--- config.mk ---
export PLATFORM = sky130hd
export DESIGN_NAME = light_sequencer
export DESIGN_NICKNAME = d
export VERILOG_FILES = /design/src/rtl/lights_pkg.sv /design/src/rtl/dwell_timer.sv /design/src/rtl/light_sequencer.sv
export SDC_FILE = /design/constraint.sdc
export NUM_CORES = 1
export LEC_CHECK = 0
export BUFFER_PORTS_ARGS = -buffer_cell sky130_fd_sc_hd__buf_4
export CELL_PAD_IN_SITES_DETAIL_PLACEMENT = 1
export CELL_PAD_IN_SITES_GLOBAL_PLACEMENT = 2
export CORE_ASPECT_RATIO = 1.4
export CORE_MARGIN = 2
export CORE_UTILIZATION = 35
export CTS_CLUSTER_SIZE = 40
export DETAILED_ROUTE_END_ITERATION = 10
export PLACE_DENSITY_LB_ADDON = 0.12
export SLEW_MARGIN = 20
export SYNTH_ARGS = -nofsm -noshare
export SYNTH_HDL_FRONTEND = slang
export SYNTH_SLANG_ARGS = --single-unit
export TNS_END_PERCENT = 10
--- constraint.sdc ---
create_clock -name clk -period 2.6 [get_ports clk]
set_input_delay 0.52 -clock clk [delete_from_list [all_inputs] [get_ports clk]]
set_output_delay 0.52 -clock clk [all_outputs]
set_load 0.05 [all_outputs]
--- src/rtl/lights_pkg.sv ---
// Shared types and constants for the light sequencer and its timer.
package lights_pkg;

    typedef enum logic [2:0] {
        ST_IDLE   = 3'd0,
        ST_WHITE  = 3'd1,
        ST_STEP   = 3'd2,
        ST_DWELL  = 3'd3,
        ST_MANUAL = 3'd4
    } state_e;

    localparam logic [2:0]  COLOUR_FIRST    = 3'd1;
    localparam logic [2:0]  COLOUR_LAST     = 3'd6;
    localparam int          STEPS_PER_CYCLE = 6;
    localparam logic [23:0] WHITE_RGB       = 24'hFFFFFF;

    // Colour index successor; anything outside 1..6 falls back to the first colour.
    function automatic logic [2:0] next_colour(input logic [2:0] c);
        if ((c >= COLOUR_LAST) || (c < COLOUR_FIRST)) begin
            return COLOUR_FIRST;
        end
        return c + 3'd1;
    endfunction

    function automatic int max3(input int a, input int b, input int c);
        int m;
        m = (a > b) ? a : b;
        return (m > c) ? m : c;
    endfunction

endpackage

--- src/rtl/dwell_timer.sv ---
// Loadable down-counter shared by the white, dwell and manual-timeout intervals.
module dwell_timer
#(
    parameter int W = 8
) (
    input  logic         clk,
    input  logic         rst,
    input  logic         load_i,
    input  logic [W-1:0] load_val_i,
    output logic         expired_o
);

    logic [W-1:0] cnt_q;
    logic [W-1:0] cnt_d;

    always_comb begin
        cnt_d = cnt_q;
        if (load_i) begin
            cnt_d = load_val_i;
        end else if (cnt_q != '0) begin
            cnt_d = cnt_q - W'(1);
        end
    end

    always_ff @(posedge clk) begin
        if (!rst) begin
            cnt_q <= '0;
        end else begin
            cnt_q <= cnt_d;
        end
    end

    assign expired_o = (cnt_q == '0);

endmodule

--- src/rtl/light_sequencer.sv ---
// Auto/manual controller for the lights selector. Define MAN_TIMEOUT_EN to bound
// manual grants to MAN_TIMEOUT cycles with a re-request lockout.
module light_sequencer
    import lights_pkg::*;
#(
    parameter int WHITE_CYCLES = 50,
    parameter int DWELL_CYCLES = 100,
    parameter int MAN_TIMEOUT  = 1000
) (
    input  logic       clk,
    input  logic       rst,
    input  logic       run,
    input  logic       man_req,
    input  logic       man_sel,
    input  logic       man_step,
    output logic       man_gnt,
    output logic       sel,
    output logic       button,
    output logic [2:0] colour_idx,
    output logic       cycle_done
);

    localparam int TMR_W = $clog2(max3(WHITE_CYCLES, DWELL_CYCLES, MAN_TIMEOUT) + 1);

    state_e     state_q, state_d;
    logic       sel_q, sel_d;
    logic       button_q, button_d;
    logic       gnt_q, gnt_d;
    logic       done_q, done_d;
    logic [2:0] colour_q, colour_d;
    logic [2:0] step_q, step_d;
    logic       man_step_q;
    logic       step_edge;
    logic       man_ok;

    logic             tmr_load;
    logic [TMR_W-1:0] tmr_val;
    logic             tmr_expired;

    assign step_edge = man_step && !man_step_q;

`ifdef MAN_TIMEOUT_EN
    logic lock_q, lock_d;

    // A revoked requester must release man_req before it can be granted again.
    always_comb begin
        lock_d = lock_q;
        if ((state_q == ST_MANUAL) && tmr_expired && man_req) begin
            lock_d = 1'b1;
        end
        if (!man_req) begin
            lock_d = 1'b0;
        end
    end

    always_ff @(posedge clk) begin
        if (!rst) begin
            lock_q <= 1'b0;
        end else begin
            lock_q <= lock_d;
        end
    end

    assign man_ok = man_req && !lock_q;
`else
    assign man_ok = man_req;
`endif

    function automatic state_e boundary_next(input state_e normal, input logic ok,
                                             input logic go);
        if (ok) begin
            return ST_MANUAL;
        end
        if (!go) begin
            return ST_IDLE;
        end
        return normal;
    endfunction

    always_comb begin
        state_d  = state_q;
        step_d   = step_q;
        colour_d = colour_q;
        button_d = 1'b0;
        done_d   = 1'b0;

        unique case (state_q)
            ST_IDLE: begin
                if (man_ok) begin
                    state_d = ST_MANUAL;
                end else if (run) begin
                    state_d = ST_WHITE;
                end
            end
            ST_WHITE: begin
                if (tmr_expired) begin
                    state_d = boundary_next(ST_STEP, man_ok, run);
                end
            end
            ST_STEP: begin
                state_d = ST_DWELL;
            end
            ST_DWELL: begin
                if (tmr_expired) begin
                    if (step_q == 3'(STEPS_PER_CYCLE)) begin
                        step_d  = '0;
                        done_d  = 1'b1;
                        state_d = boundary_next(ST_WHITE, man_ok, run);
                    end else begin
                        state_d = boundary_next(ST_STEP, man_ok, run);
                    end
                end
            end
            ST_MANUAL: begin
                // A step edge is honoured even in the cycle the requester lets go.
                if (step_edge) begin
                    button_d = 1'b1;
                    colour_d = next_colour(colour_q);
                end
                if (!man_req) begin
                    state_d = ST_IDLE;
`ifdef MAN_TIMEOUT_EN
                end else if (tmr_expired) begin
                    state_d = ST_IDLE;
`endif
                end
            end
            default: begin
                state_d = ST_IDLE;
            end
        endcase

        if ((state_d == ST_STEP) && (state_q != ST_STEP)) begin
            button_d = 1'b1;
            colour_d = next_colour(colour_q);
            step_d   = step_q + 3'd1;
        end
        if (state_d == ST_IDLE) begin
            step_d = '0;
        end

        gnt_d = (state_d == ST_MANUAL);
        if (state_d == ST_MANUAL) begin
            sel_d = man_sel;
        end else begin
            sel_d = (state_d == ST_STEP) || (state_d == ST_DWELL);
        end
    end

    // The timer is reloaded on every state change with the new state's interval.
    always_comb begin
        tmr_load = (state_d != state_q);
        tmr_val  = '0;
        unique case (state_d)
            ST_WHITE: tmr_val = TMR_W'(WHITE_CYCLES - 1);
            ST_DWELL: tmr_val = TMR_W'(DWELL_CYCLES - 1);
`ifdef MAN_TIMEOUT_EN
            ST_MANUAL: tmr_val = TMR_W'(MAN_TIMEOUT - 1);
`endif
            default: tmr_val = '0;
        endcase
    end

    dwell_timer #(
        .W(TMR_W)
    ) u_timer (
        .clk        (clk),
        .rst        (rst),
        .load_i     (tmr_load),
        .load_val_i (tmr_val),
        .expired_o  (tmr_expired)
    );

    always_ff @(posedge clk) begin
        if (!rst) begin
            state_q    <= ST_IDLE;
            sel_q      <= 1'b0;
            button_q   <= 1'b0;
            gnt_q      <= 1'b0;
            done_q     <= 1'b0;
            colour_q   <= COLOUR_FIRST;
            step_q     <= '0;
            man_step_q <= 1'b0;
        end else begin
            state_q    <= state_d;
            sel_q      <= sel_d;
            button_q   <= button_d;
            gnt_q      <= gnt_d;
            done_q     <= done_d;
            colour_q   <= colour_d;
            step_q     <= step_d;
            man_step_q <= man_step;
        end
    end

    assign sel        = sel_q;
    assign button     = button_q;
    assign man_gnt    = gnt_q;
    assign cycle_done = done_q;
    assign colour_idx = colour_q;

endmodule

==> summary.txt <==
Clock network
  – CTS H-tree depth: 1
  – Clk slew on worst S/H paths: 0.08 ns
  – CTS resizes: 0
  – Clock sinks: 24
  – Clk Latency, worst-skew pair: 0.26 ns
  – CTS tree: built
  – Root buffer cell: clkbuf_8
  – Clock Path Buffers: 2
  – Total CTS buffers: 3

Synthesis
  – Synth Register Bits: 24
  – Async SR Flop Fraction: 0
  – Syn Area/Cell: between 8 and 9 um2
  – EDFF count, synth: 0
  – Ys Warns: 0
  – Synth area leaders: dfxtp_1 (37%), ha_1 (4.8%), nor2_1 (4.1%), a21oi_1 (3.1%), o21ai_0 (3.1%)
  – Top_reg_cell synth: dfxtp_1
  – Post-Synthesis Cells: 149
  – Syn_nets: between 150 and 200
  – Top-area cell type share of the netlist area: 0.372
  – Part of the Yosys area used for sequential elements: 0.372
  – Netlist cell types: 47
  – Synth area leader: dfxtp_1
  – Mapped Area: approximately 0.0013 mm2

Critical path
  – Buf+Inv Stages, Crit Path: 1
  – Setup crit end kind: register
  – Crit start category: register
  – CP cell instances: inv_1 > ha_1 > or4b_2 > or4_4 > o21ai_4 > o31ai_1 > a32o_1
  – Crit-path leading delay family: simple AND/OR/NAND/NOR gates
  – Worst path max stage delay: between 0.6 and 0.7 ns
  – R2R depth: 7
  – Worst Path Arrival: around 2.6 ns
  – R2r setup slk: between 0.1 and 0.15 ns
  – Worst setup path class: register to register
  – Slowest CP cell: or4b_2
  – Required time worst endpoint: 2.76 ns
  – Worst R2R End: colour_idx[2]
  – CP max FO: 8
  – R2r startpoint: u_timer.cnt_q[0]

Routing
  – Via density: approximately 5.5
  – Initial DRC Count: 34
  – DRC: 0
  – Detail Route Antenna Nets: 0
  – DR vias: around 1,100
  – DR pass1 iterations: 4
  – Routed WL: about 3.2 mm
  – Avg WL per Cell: 15.6 um

Timing
  – # setup viols final: 0
  – Slew Limit Fails: 0
  – Worst Tran Pin Value: ~0.51 ns
  – Final hold vios: 0
  – Fin crit period: between 2 and 2.5 ns
  – Rel. slew slack: 0.658
  – Clock Skew: 0.00214 ns
  – Setup TNS: 0 ns
  – Final worst slack: about 0.14 ns
  – Fmax: 406 MHz
  – Period utilization: 0.947
  – RSZ-0062 raised after global routing: no

Worst hold path
  – Startpoint of the worst hold path: man_step
  – Worst Hold Depth: 2
  – Hold endpoint: man_step_q
  – Hold WC Path Type: primary input to register

Global route
  – Vias in the first global route: 1,186
  – First-pass GRT wire length: 5.68 mm
  – Total Routing Usage GR: 0.164
  – Antenna violations before repair: 0
  – Overflow after GRT: 0
  – Maximum number of pins on one net before global-route repair: 17

Placed design
  – Post-place setup slack: around 0.10 ns
  – Final GP Congestion: 0.790
  – Port bufs: 12
  – DP HPWL: 2.48 mm

Floorplan
  – Die Wd: 55.4 um
  – Initial core utilization: 0.358
  – DIE AREA: roughly 0.0042 mm2
  – Die Span Y: about 76 um
  – Core ar.: 0.00361 mm2
  – Num ports: 13
  – FP Rows: 26

Status
  – Status: finished, final reports clean

Pwr
  – Pwr per Cell Area: between 700 and 800 mW/mm2
  – Peak supply drop: 342 uV
  – Leak pwr: between 0.6 and 0.7 nW

Final layout
  – Layout cell share with drive strength beyond 1: 0.160
  – Final Net Count: 174
  – Antenna cells: 0
  – Utilization after layout: 0.410
  – Post-synthesis to final-layout area growth: 14.6%

Flow run
  – Max capacitance violation total: 0
[power by group]
group,switching [mW],internal [mW],total (mW)
logic,0.261,0.190,0.451
clock network,0.117,0.135,0.252
registers,0.0429,0.405,0.448
total,0.422,0.729,1.15
[cell usage after synthesis (all sizes together), types with 2 or more instances]
cell type / count
nand3b: 2
xnor2: 2
nand2: 5
a21oi: 8
nor4b: 2
and3: 5
and2: 4
clkbuf: 4
or3b: 2
or4: 4
nor4: 3
a311oi: 2
nor2b: 2
o31ai: 5
buf: 2
dfxtp: 24
nor3: 7
nor2: 14
nand2b: 5
ha: 5
o21ai: 10
inv: 7
xor2: 3
or3: 3
a21boi: 2
[placed cells by master (no fill, tap or decap), types with 4 or more instances in the layout]
master	netlist	routed
and2_1	4	4
ha_1	5	5
a21oi_1	8	8
o21ai_0	8	8
and3_1	5	5
o31ai_1	5	5
dfxtp_1	24	24
nand2_1	5	5
nor2_1	14	14
buf_4	0	15
inv_1	7	7
nand2b_1	5	5
nor3_1	7	7
clkbuf_8	0	4
[cells by family after synthesis]
family	Yosys count	synth area share
buffers and inverters	13	0.0445
AOI/OAI and AO/OA	37	0.205
muxes	1	0.00774
xor gates and xnor gates	5	0.0339
DFF	24	0.372
adders and majority gates	5	0.0484
and+or+nand+nor	64	0.288
[through the flow]
step | instance area [um2] | instances | power, mW | hold slack [ns]
5_1_grt | 1480 | 204 | 1.25 | 0.475
2_1_floorplan | 1290 | 149 | 0.799 | 0.471
4_1_cts | 1480 | 204 | 1.17 | 0.464
3_5_place_dp | 1430 | 200 | 0.910 | 0.499
6_report | 1480 | 204 | 1.15 | 0.466
3_3_place_gp | 1430 | 200 | 0.905 | 0.498
[how the worst max path moves through the flow]
stage	start	to	slack (ns)	cells past startpoint
3_3_place_gp	u_timer.cnt_q[0]	colour_idx[2]	0.19	7
6_report	u_timer.cnt_q[0]	colour_idx[2]	0.14	7
5_1_grt	u_timer.cnt_q[0]	colour_idx[2]	0.007	7
2_1_floorplan	u_timer.cnt_q[0]	colour_idx[2]	0.24	8
3_5_place_dp	u_timer.cnt_q[0]	colour_idx[2]	0.10	7
4_1_cts	u_timer.cnt_q[0]	colour_idx[2]	0.09	7
[state kept, by name (all words and copies together) (netlist names)]
name,flops
u_timer.cnt_q,10
colour_idx,3
state_q,3
step_q,3
button,1
cycle_done,1
man_gnt,1
man_step_q,1
sel,1
[what timing repair did]
action / 4_1_cts / 5_1_grt
endpoints found under the setup margin: 0 / 1
hold buffers: 0 / 0
setup buffers: 0 / 0
[final cells by class]
cell class / instances / area, um2
Sequential cell: 24 / 480
Multi-Input combinational cell: 112 / 754
Tap cell: 42 / 52.6
Clock buffer: 4 / 55.1
Fill cell: 427 / 2130
Timing Repair Buffer: 15 / 113
Inverter: 7 / 26.3
[per-layer routing]
metal | global-route usage | vias to the layer above | routed length (um)
met4 | 0.0293 | 0 | 11
met5 | 0 | - | 0
met2 | 0.312 | 12 | 1760
li1 | - | 572 | -
met1 | 0.190 | 545 | 1350
met3 | 0.0256 | 2 | 66
(Power assumes the default switching activity.)
